## src/rtl/cam_arbiter_pkg.sv

```systemverilog
// cam_arbiter_pkg: shared types and helpers for the CAM arbiter
package cam_arbiter_pkg;
   localparam int CAM_ARB_MAX_REQ = 4;
   typedef struct packed {
      logic       valid;
      logic [1:0] owner;
      logic       rw_n;
   } cam_arb_tag_t;
   function automatic logic [1:0] next_idx(input logic [1:0] i, input int n);
      return (int'(i) == n - 1) ? 2'd0 : i + 2'd1;
   endfunction
endpackage

```

## src/rtl/cam_arbiter_if.sv

```systemverilog
// cam_arbiter_if: requester handshake, response and CAM port bundle
interface cam_arbiter_if #(
   parameter int NUM_REQ   = 2,
   parameter int KEY_WIDTH = 16,
   parameter int VAL_WIDTH = 16
);
   logic [NUM_REQ-1:0]           req_valid;
   logic [NUM_REQ-1:0]           req_ready;
   logic [NUM_REQ-1:0]           req_rw_n;
   logic [NUM_REQ*KEY_WIDTH-1:0] req_key;
   logic [NUM_REQ*VAL_WIDTH-1:0] req_wdata;
   logic [NUM_REQ-1:0]           req_lock;
   logic [NUM_REQ-1:0]           resp_valid;
   logic                         resp_write;
   logic                         resp_hit;
   logic [VAL_WIDTH-1:0]         resp_rdata;
   logic                         cam_valid_i;
   logic                         cam_rw_n;
   logic [KEY_WIDTH-1:0]         cam_key;
   logic [VAL_WIDTH-1:0]         cam_wdata;
   logic                         cam_valid_o;
   logic [VAL_WIDTH-1:0]         cam_rdata;
   modport slave (
      input  req_valid, req_rw_n, req_key, req_wdata, req_lock, cam_valid_o, cam_rdata,
      output req_ready, resp_valid, resp_write, resp_hit, resp_rdata,
             cam_valid_i, cam_rw_n, cam_key, cam_wdata
   );
   modport master (
      output req_valid, req_rw_n, req_key, req_wdata, req_lock, cam_valid_o, cam_rdata,
      input  req_ready, resp_valid, resp_write, resp_hit, resp_rdata,
             cam_valid_i, cam_rw_n, cam_key, cam_wdata
   );
endinterface

```

## src/rtl/cam_arbiter_rr.sv

```systemverilog
// cam_rr_arbiter: round-robin pick of the first valid requester starting at ptr
module cam_rr_arbiter import cam_arbiter_pkg::*; #(
   parameter int NUM_REQ = 2
) (
   input  logic [NUM_REQ-1:0] valid,
   input  logic [1:0]         ptr,
   output logic [NUM_REQ-1:0] grant,
   output logic [1:0]         idx,
   output logic               any
);
   logic [CAM_ARB_MAX_REQ-1:0] v4;
   logic [1:0]                 c;
   assign v4 = CAM_ARB_MAX_REQ'(valid);
   // scan from ptr with wrap; the first valid candidate wins
   always_comb begin
      any = 1'b0;
      idx = '0;
      c   = '0;
      for (int i = 0; i < NUM_REQ; i++) begin
         c = 2'((int'(ptr) + i) % NUM_REQ);
         if (!any && v4[c]) begin
            any = 1'b1;
            idx = c;
         end
      end
      grant = any ? NUM_REQ'(1) << idx : '0;
   end
endmodule

```

## src/rtl/cam_arbiter.sv

```systemverilog
// cam_arbiter: shares one CAM among requesters and routes results back to the issuer
module cam_arbiter import cam_arbiter_pkg::*; #(
   parameter int NUM_REQ   = 2,
   parameter int KEY_WIDTH = 16,
   parameter int VAL_WIDTH = 16,
   parameter int CAM_LAT   = 1,
   parameter int LOCK_MAX  = 4
) (
   input logic         clk,
   input logic         rst,
   cam_arbiter_if.slave bus
);
   localparam int LCW = LOCK_MAX > 1 ? $clog2(LOCK_MAX) : 1;
   logic [NUM_REQ-1:0]         grant;
   logic [1:0]                 gidx, rr_ptr, ptr_nxt;
   logic                       any, hs, rd_hit;
   logic [LCW-1:0]             lock_cnt, cnt_nxt;
   logic [CAM_ARB_MAX_REQ-1:0] lock4, rw4;
   logic [KEY_WIDTH-1:0]       sel_key;
   logic [VAL_WIDTH-1:0]       sel_wdata;
   cam_arb_tag_t               tag_pipe [CAM_LAT+1];
   cam_arb_tag_t               tag_out;
   cam_rr_arbiter #(.NUM_REQ(NUM_REQ)) u_rr (
      .valid(bus.req_valid),
      .ptr  (rr_ptr),
      .grant(grant),
      .idx  (gidx),
      .any  (any)
   );
   assign bus.req_ready = rst ? '0 : grant;
   assign hs            = any & ~rst;
   assign lock4         = CAM_ARB_MAX_REQ'(bus.req_lock);
   assign rw4           = CAM_ARB_MAX_REQ'(bus.req_rw_n);
   assign tag_out       = tag_pipe[CAM_LAT];
   assign rd_hit        = tag_out.valid & tag_out.rw_n & bus.cam_valid_o;
   // a locked winner keeps priority until LOCK_MAX grants in a row, else pass it on
   always_comb begin
      ptr_nxt = rr_ptr;
      cnt_nxt = '0;
      if (hs && lock4[gidx] && lock_cnt < LCW'(LOCK_MAX - 1)) begin
         ptr_nxt = gidx;
         cnt_nxt = lock_cnt + LCW'(1);
      end else if (hs)
         ptr_nxt = next_idx(gidx, NUM_REQ);
   end
   // select the granted requester's key and write value
   always_comb begin
      sel_key   = '0;
      sel_wdata = '0;
      for (int i = 0; i < NUM_REQ; i++)
         if (gidx == 2'(i)) begin
            sel_key   = bus.req_key[i*KEY_WIDTH +: KEY_WIDTH];
            sel_wdata = bus.req_wdata[i*VAL_WIDTH +: VAL_WIDTH];
         end
   end
   // pointer and lock counter state
   always_ff @(posedge clk or posedge rst)
      if (rst) begin
         rr_ptr   <= '0;
         lock_cnt <= '0;
      end else begin
         rr_ptr   <= ptr_nxt;
         lock_cnt <= cnt_nxt;
      end
   // register the granted op onto the CAM port; operands hold when idle
   always_ff @(posedge clk or posedge rst)
      if (rst) begin
         bus.cam_valid_i <= 1'b0;
         bus.cam_rw_n    <= 1'b0;
         bus.cam_key     <= '0;
         bus.cam_wdata   <= '0;
      end else begin
         bus.cam_valid_i <= hs;
         if (hs) begin
            bus.cam_rw_n  <= rw4[gidx];
            bus.cam_key   <= sel_key;
            bus.cam_wdata <= sel_wdata;
         end
      end
   // owner tags ride alongside the CAM latency, never stalling
   always_ff @(posedge clk or posedge rst)
      if (rst)
         for (int k = 0; k <= CAM_LAT; k++) tag_pipe[k] <= '0;
      else begin
         tag_pipe[0] <= '{valid: hs, owner: gidx, rw_n: rw4[gidx]};
         for (int k = 1; k <= CAM_LAT; k++) tag_pipe[k] <= tag_pipe[k-1];
      end
   // one-hot response to the owner, data forced to zero on miss or write
   always_ff @(posedge clk or posedge rst)
      if (rst) begin
         bus.resp_valid <= '0;
         bus.resp_write <= 1'b0;
         bus.resp_hit   <= 1'b0;
         bus.resp_rdata <= '0;
      end else begin
         bus.resp_valid <= tag_out.valid ? NUM_REQ'(1) << tag_out.owner : '0;
         bus.resp_write <= tag_out.valid & ~tag_out.rw_n;
         bus.resp_hit   <= rd_hit;
         bus.resp_rdata <= rd_hit ? bus.cam_rdata : '0;
      end
   // an owner beyond NUM_REQ would mean the grant logic is broken
   always_comb
      if (tag_out.valid) assert (int'(tag_out.owner) < NUM_REQ);
endmodule

```

## src/flat_wrapper.sv

```systemverilog
// flat-port wrapper written by rule: the top's interface ports become plain ports
module cam_arbiter_flat import cam_arbiter_pkg::*;
#(
   parameter int NUM_REQ   = 2,
   parameter int KEY_WIDTH = 16,
   parameter int VAL_WIDTH = 16,
   parameter int CAM_LAT   = 1,
   parameter int LOCK_MAX  = 4
)
  (clk, rst, bus_req_valid, bus_req_rw_n, bus_req_key, bus_req_wdata, bus_req_lock, bus_cam_valid_o, bus_cam_rdata, bus_req_ready, bus_resp_valid, bus_resp_write, bus_resp_hit, bus_resp_rdata, bus_cam_valid_i, bus_cam_rw_n, bus_cam_key, bus_cam_wdata);
  cam_arbiter_if #(.NUM_REQ(NUM_REQ), .KEY_WIDTH(KEY_WIDTH), .VAL_WIDTH(VAL_WIDTH)) bus_i ();
  input logic clk;
  input logic rst;
  input wire logic [$bits(bus_i.req_valid)-1:0] bus_req_valid;
  input wire logic [$bits(bus_i.req_rw_n)-1:0] bus_req_rw_n;
  input wire logic [$bits(bus_i.req_key)-1:0] bus_req_key;
  input wire logic [$bits(bus_i.req_wdata)-1:0] bus_req_wdata;
  input wire logic [$bits(bus_i.req_lock)-1:0] bus_req_lock;
  input wire logic [$bits(bus_i.cam_valid_o)-1:0] bus_cam_valid_o;
  input wire logic [$bits(bus_i.cam_rdata)-1:0] bus_cam_rdata;
  output wire logic [$bits(bus_i.req_ready)-1:0] bus_req_ready;
  output wire logic [$bits(bus_i.resp_valid)-1:0] bus_resp_valid;
  output wire logic [$bits(bus_i.resp_write)-1:0] bus_resp_write;
  output wire logic [$bits(bus_i.resp_hit)-1:0] bus_resp_hit;
  output wire logic [$bits(bus_i.resp_rdata)-1:0] bus_resp_rdata;
  output wire logic [$bits(bus_i.cam_valid_i)-1:0] bus_cam_valid_i;
  output wire logic [$bits(bus_i.cam_rw_n)-1:0] bus_cam_rw_n;
  output wire logic [$bits(bus_i.cam_key)-1:0] bus_cam_key;
  output wire logic [$bits(bus_i.cam_wdata)-1:0] bus_cam_wdata;
  assign bus_i.req_valid = bus_req_valid;
  assign bus_i.req_rw_n = bus_req_rw_n;
  assign bus_i.req_key = bus_req_key;
  assign bus_i.req_wdata = bus_req_wdata;
  assign bus_i.req_lock = bus_req_lock;
  assign bus_i.cam_valid_o = bus_cam_valid_o;
  assign bus_i.cam_rdata = bus_cam_rdata;
  assign bus_req_ready = bus_i.req_ready;
  assign bus_resp_valid = bus_i.resp_valid;
  assign bus_resp_write = bus_i.resp_write;
  assign bus_resp_hit = bus_i.resp_hit;
  assign bus_resp_rdata = bus_i.resp_rdata;
  assign bus_cam_valid_i = bus_i.cam_valid_i;
  assign bus_cam_rw_n = bus_i.cam_rw_n;
  assign bus_cam_key = bus_i.cam_key;
  assign bus_cam_wdata = bus_i.cam_wdata;
  cam_arbiter #(.NUM_REQ(NUM_REQ), .KEY_WIDTH(KEY_WIDTH), .VAL_WIDTH(VAL_WIDTH), .CAM_LAT(CAM_LAT), .LOCK_MAX(LOCK_MAX)) u_core (.clk(clk), .rst(rst), .bus(bus_i));
endmodule
```

## config.mk

```make
export PLATFORM = sky130hd
export DESIGN_NAME = cam_arbiter_flat
export DESIGN_NICKNAME = d
export VERILOG_FILES = /design/src/rtl/cam_arbiter_pkg.sv /design/src/rtl/cam_arbiter_if.sv /design/src/rtl/cam_arbiter_rr.sv /design/src/rtl/cam_arbiter.sv /design/src/flat_wrapper.sv
export SDC_FILE = /design/constraint.sdc
export NUM_CORES = 1
export LEC_CHECK = 0
export ABC_AREA = 1
export BUFFER_PORTS_ARGS = -buffer_cell sky130_fd_sc_hd__buf_2
export CORE_MARGIN = 4
export CORE_UTILIZATION = 33
export CTS_CLUSTER_SIZE = 10
export DETAILED_ROUTE_END_ITERATION = 8
export GPL_TIMING_DRIVEN = 0
export PLACE_DENSITY = 0.71
export SLEW_MARGIN = 5
export SYNTH_ARGS = -nofsm -noshare
export SYNTH_HDL_FRONTEND = slang
export SYNTH_HIERARCHICAL = 1
export SYNTH_SLANG_ARGS = --single-unit
```

## constraint.sdc

```tcl
create_clock -name clk -period 1.6 [get_ports clk]
set_input_delay 0.24 -clock clk [delete_from_list [all_inputs] [get_ports clk]]
set_output_delay 0.24 -clock clk [all_outputs]
set_load 0.02 [all_outputs]
```

==> results.md <==
* Clk slew on worst S/H paths at 0.08 ns
* Drt first-iter violations at 82
* Fin Clk Skew at 0.009264 ns
* Site Rows at 32
* CP startpoint kind: register
* Synth-to-Final Area Change at 42.41%
* Outcome: finished with violations
* Gate power share at 18.8%
* First-pass GRT wire length at 12280 um
* WP data required at 1.84 ns
* H-tree levels at 3
* Avg Vias per Cell at 4.633
* CP arrival at 1.72 ns
* Fmax at 0.6786 GHz
* Max_cap viols at 0
* RSZ-0062 raised after global routing: false
* Net switching power figure at 0.001210 W
* Via count at 2539
* Syn_nets at 376
* CTS tree: done
* Slew margin rel. at 61.97%
* Setup WS post-layout at 0.1263 ns
* Vias in the first global route at 2534
* # diodes at 0
* DR pass1 iterations at 4
* Clk pwr share at 38.7%
* Sequential Power Share at 42.5%
* Pre-CTS setup slack at -0.2253 ns
* VDD IR-drop max at 0.4264 mV
* Nets at 531
* Post_cts resized at 0
* Int Power at 0.003103 W
* Sw frac at 28.06%
* Clock tree buffer depth at 2
* Layout Utilization at 48.36%
* FILL cells at 776
* Height of the die at 97.40 um
* Post-Syn Area at 2638 sq um
* Tcrit/Tclk final at 92.11%
* Drt drc at 0
* Global Route Usage Sum at 16.10%
* # IOs at 145
* HP Class: primary input to async pin
* Share of layout cells above drive strength 1 at 41.26%
* Inserted Clock Buffers at 9
* Post CTS Setup Buffer Count at 0
* GR Overflow Total at 0
* Post-CTS Hold Buffers at 0
* Final setup vio count at 0
* Clock Latency Late Sink at 0.33 ns
* Final hold slack at -0.004036 ns
* Post-layout min period at 1.474 ns
* Antenna-violating nets left at 0
* Root Driver: clkbuf_8
* WS Path Type: register to register
* Initial cell density of the core at 33.96%
* Tot Pwr at 0.004313 W
* Drt wl/cell at 13.65 um
* Failing checks: hold timing
* Initial antenna violation count at 0
* Slew @ Worst Pin at 0.5704 ns
* Die Area at 9487 sq um
* Crit-path max FO at 10
* Post-DP HPWL at 5588 um
* Syn. warnings at 6
* Syn_area_per_cell at 9.222 sq um
* Power density over the cells at 1148 nW/um^2
* Pins Over Slew Limit at 0
* Type of destination of the critical path: register
* PortBufs at 144
* Core Region at 7767 sq um
* Die X at 97.40 um
* Largest net degree at the start of global routing at 66
* Syn Inst Count at 286
* Hold Vio Cnt, Final at 6
* Drt total wl at 7479 um
* CTS Sinks at 64
* RD Place Congestion at 0.8257
* Leak at 2.036 nW
[power by group through the flow]
stage / combinational, W / clock [W] / sequential, W
after detailed placement: 0.000805 / 0 / 0.00186
after floorplan: 0.000305 / 0 / 0.00203
after CTS: 0.000804 / 0.00171 / 0.00184
after global routing: 0.000897 / 0.00177 / 0.00186
final: 0.000809 / 0.00167 / 0.00183
after global placement: 0.000791 / 0 / 0.00186
[critical path, stage by stage (launching register included)]
cell      delay (ns)
dfrtp_1         0.37
inv_1           0.09
a21oi_4         0.18
buf_4           0.22
clkbuf_4        0.23
nand3_1         0.09
a31oi_1         0.20
[final timing paths]
check / start / endpoint / slack, ns / depth (start not counted)
hold / removal: rst / u_core/bus.cam_key[8]$_DFFE_PP0P_ / -0.004 / 2
hold reg to reg: u_core/tag_pipe[5]$_DFF_PP0_ / u_core/tag_out[1]$_DFF_PP0_ / 0.35 / 0
setup reg to reg: u_core/rr_ptr[0]$_DFFE_PP0P_ / u_core/bus.cam_key[3]$_DFFE_PP0P_ / 0.13 / 6
setup / recovery: u_core/rr_ptr[0]$_DFFE_PP0P_ / u_core/bus.cam_key[3]$_DFFE_PP0P_ / 0.13 / 6
min in group clk: bus_cam_rdata[2] / u_core/bus.resp_rdata[2]$_DFF_PP0_ / 0.11 / 3
max in group asynchronous: rst / u_core/bus.cam_key[2]$_DFFE_PP0P_ / 1.21 / 2
[per-layer routing]
| metal | share of wire (%) | vias to the layer above | track usage (%) | routed length [um] |
|---|---|---|---|---|
| li1 | - | 1237 | - | - |
| met5 | 0 | - | 0 | 0 |
| met3 | 9.4 | 10 | 5.169 | 701 |
| met2 | 46 | 121 | 26.30 | 3474 |
| met4 | 1.3 | 0 | 4.792 | 97 |
| met1 | 43 | 1171 | 20.42 | 3206 |
[metrics by stage]
| stage | hold WS (ns) | cell area (sq um) | TNS [ns] | std cells |
|---|---|---|---|---|
| finish | -0.004036 | 3756 | 0 | 548 |
| global route | 0.04637 | 3756 | 0 | 548 |
| CTS | 0.09525 | 3732 | 0 | 548 |
| detailed placement | 0.3371 | 3488 | -6.268 | 532 |
| global placement | 0.3323 | 3488 | -4.996 | 532 |
| floorplan | 0.2253 | 2640 | 0 | 286 |
[registers in the layout (all words and copies together) (netlist names)]
| name | flops |
|---|---|
| u_core/bus.cam_key | 16 |
| u_core/bus.cam_rw_n | 1 |
| u_core/bus.cam_wdata | 16 |
| u_core/bus.resp_hit | 1 |
| u_core/bus.resp_rdata | 16 |
| u_core/bus.resp_valid | 2 |
| u_core/bus.resp_write | 1 |
| u_core/lock_cnt | 2 |
| u_core/rr_ptr | 1 |
| u_core/tag_out | 4 |
| u_core/tag_pipe | 4 |
[cells in the final DEF, fill, tap and decap left out]
cell and count:
ha_1 1, inv_2 2, clkbuf_8 9, nor3b_1 1, clkinv_2 1, nand3_1 37
a21oi_4 1, a21oi_1 2, inv_6 1, buf_6 3, clkinv_4 2, clkbuf_4 2
bufinv_16 3, buf_2 155, nor3_1 1, clkbuf_1 1, conb_1 1, nor2_4 1
clkinvlp_4 1, dfrtp_1 64, inv_1 25, nor2_1 55, nand2_1 41, buf_4 2
nand2_4 1, a31oi_1 33
[layout make-up]
class                      count  area (sq um)  share of cell area, %
clock inverter                 7         120.1                  3.198
clock buffer                   9         123.9                  3.298
sequential                    64          1602                  42.64
multi-input combinational    175         829.5                  22.09
inverter                      28         110.1                  2.931
timing repair buffer         144         720.7                  19.19
tap                          102         127.6                  3.398
buffer                        19         122.6                  3.265
No activity file was read; power rests on OpenSTA's default activity.
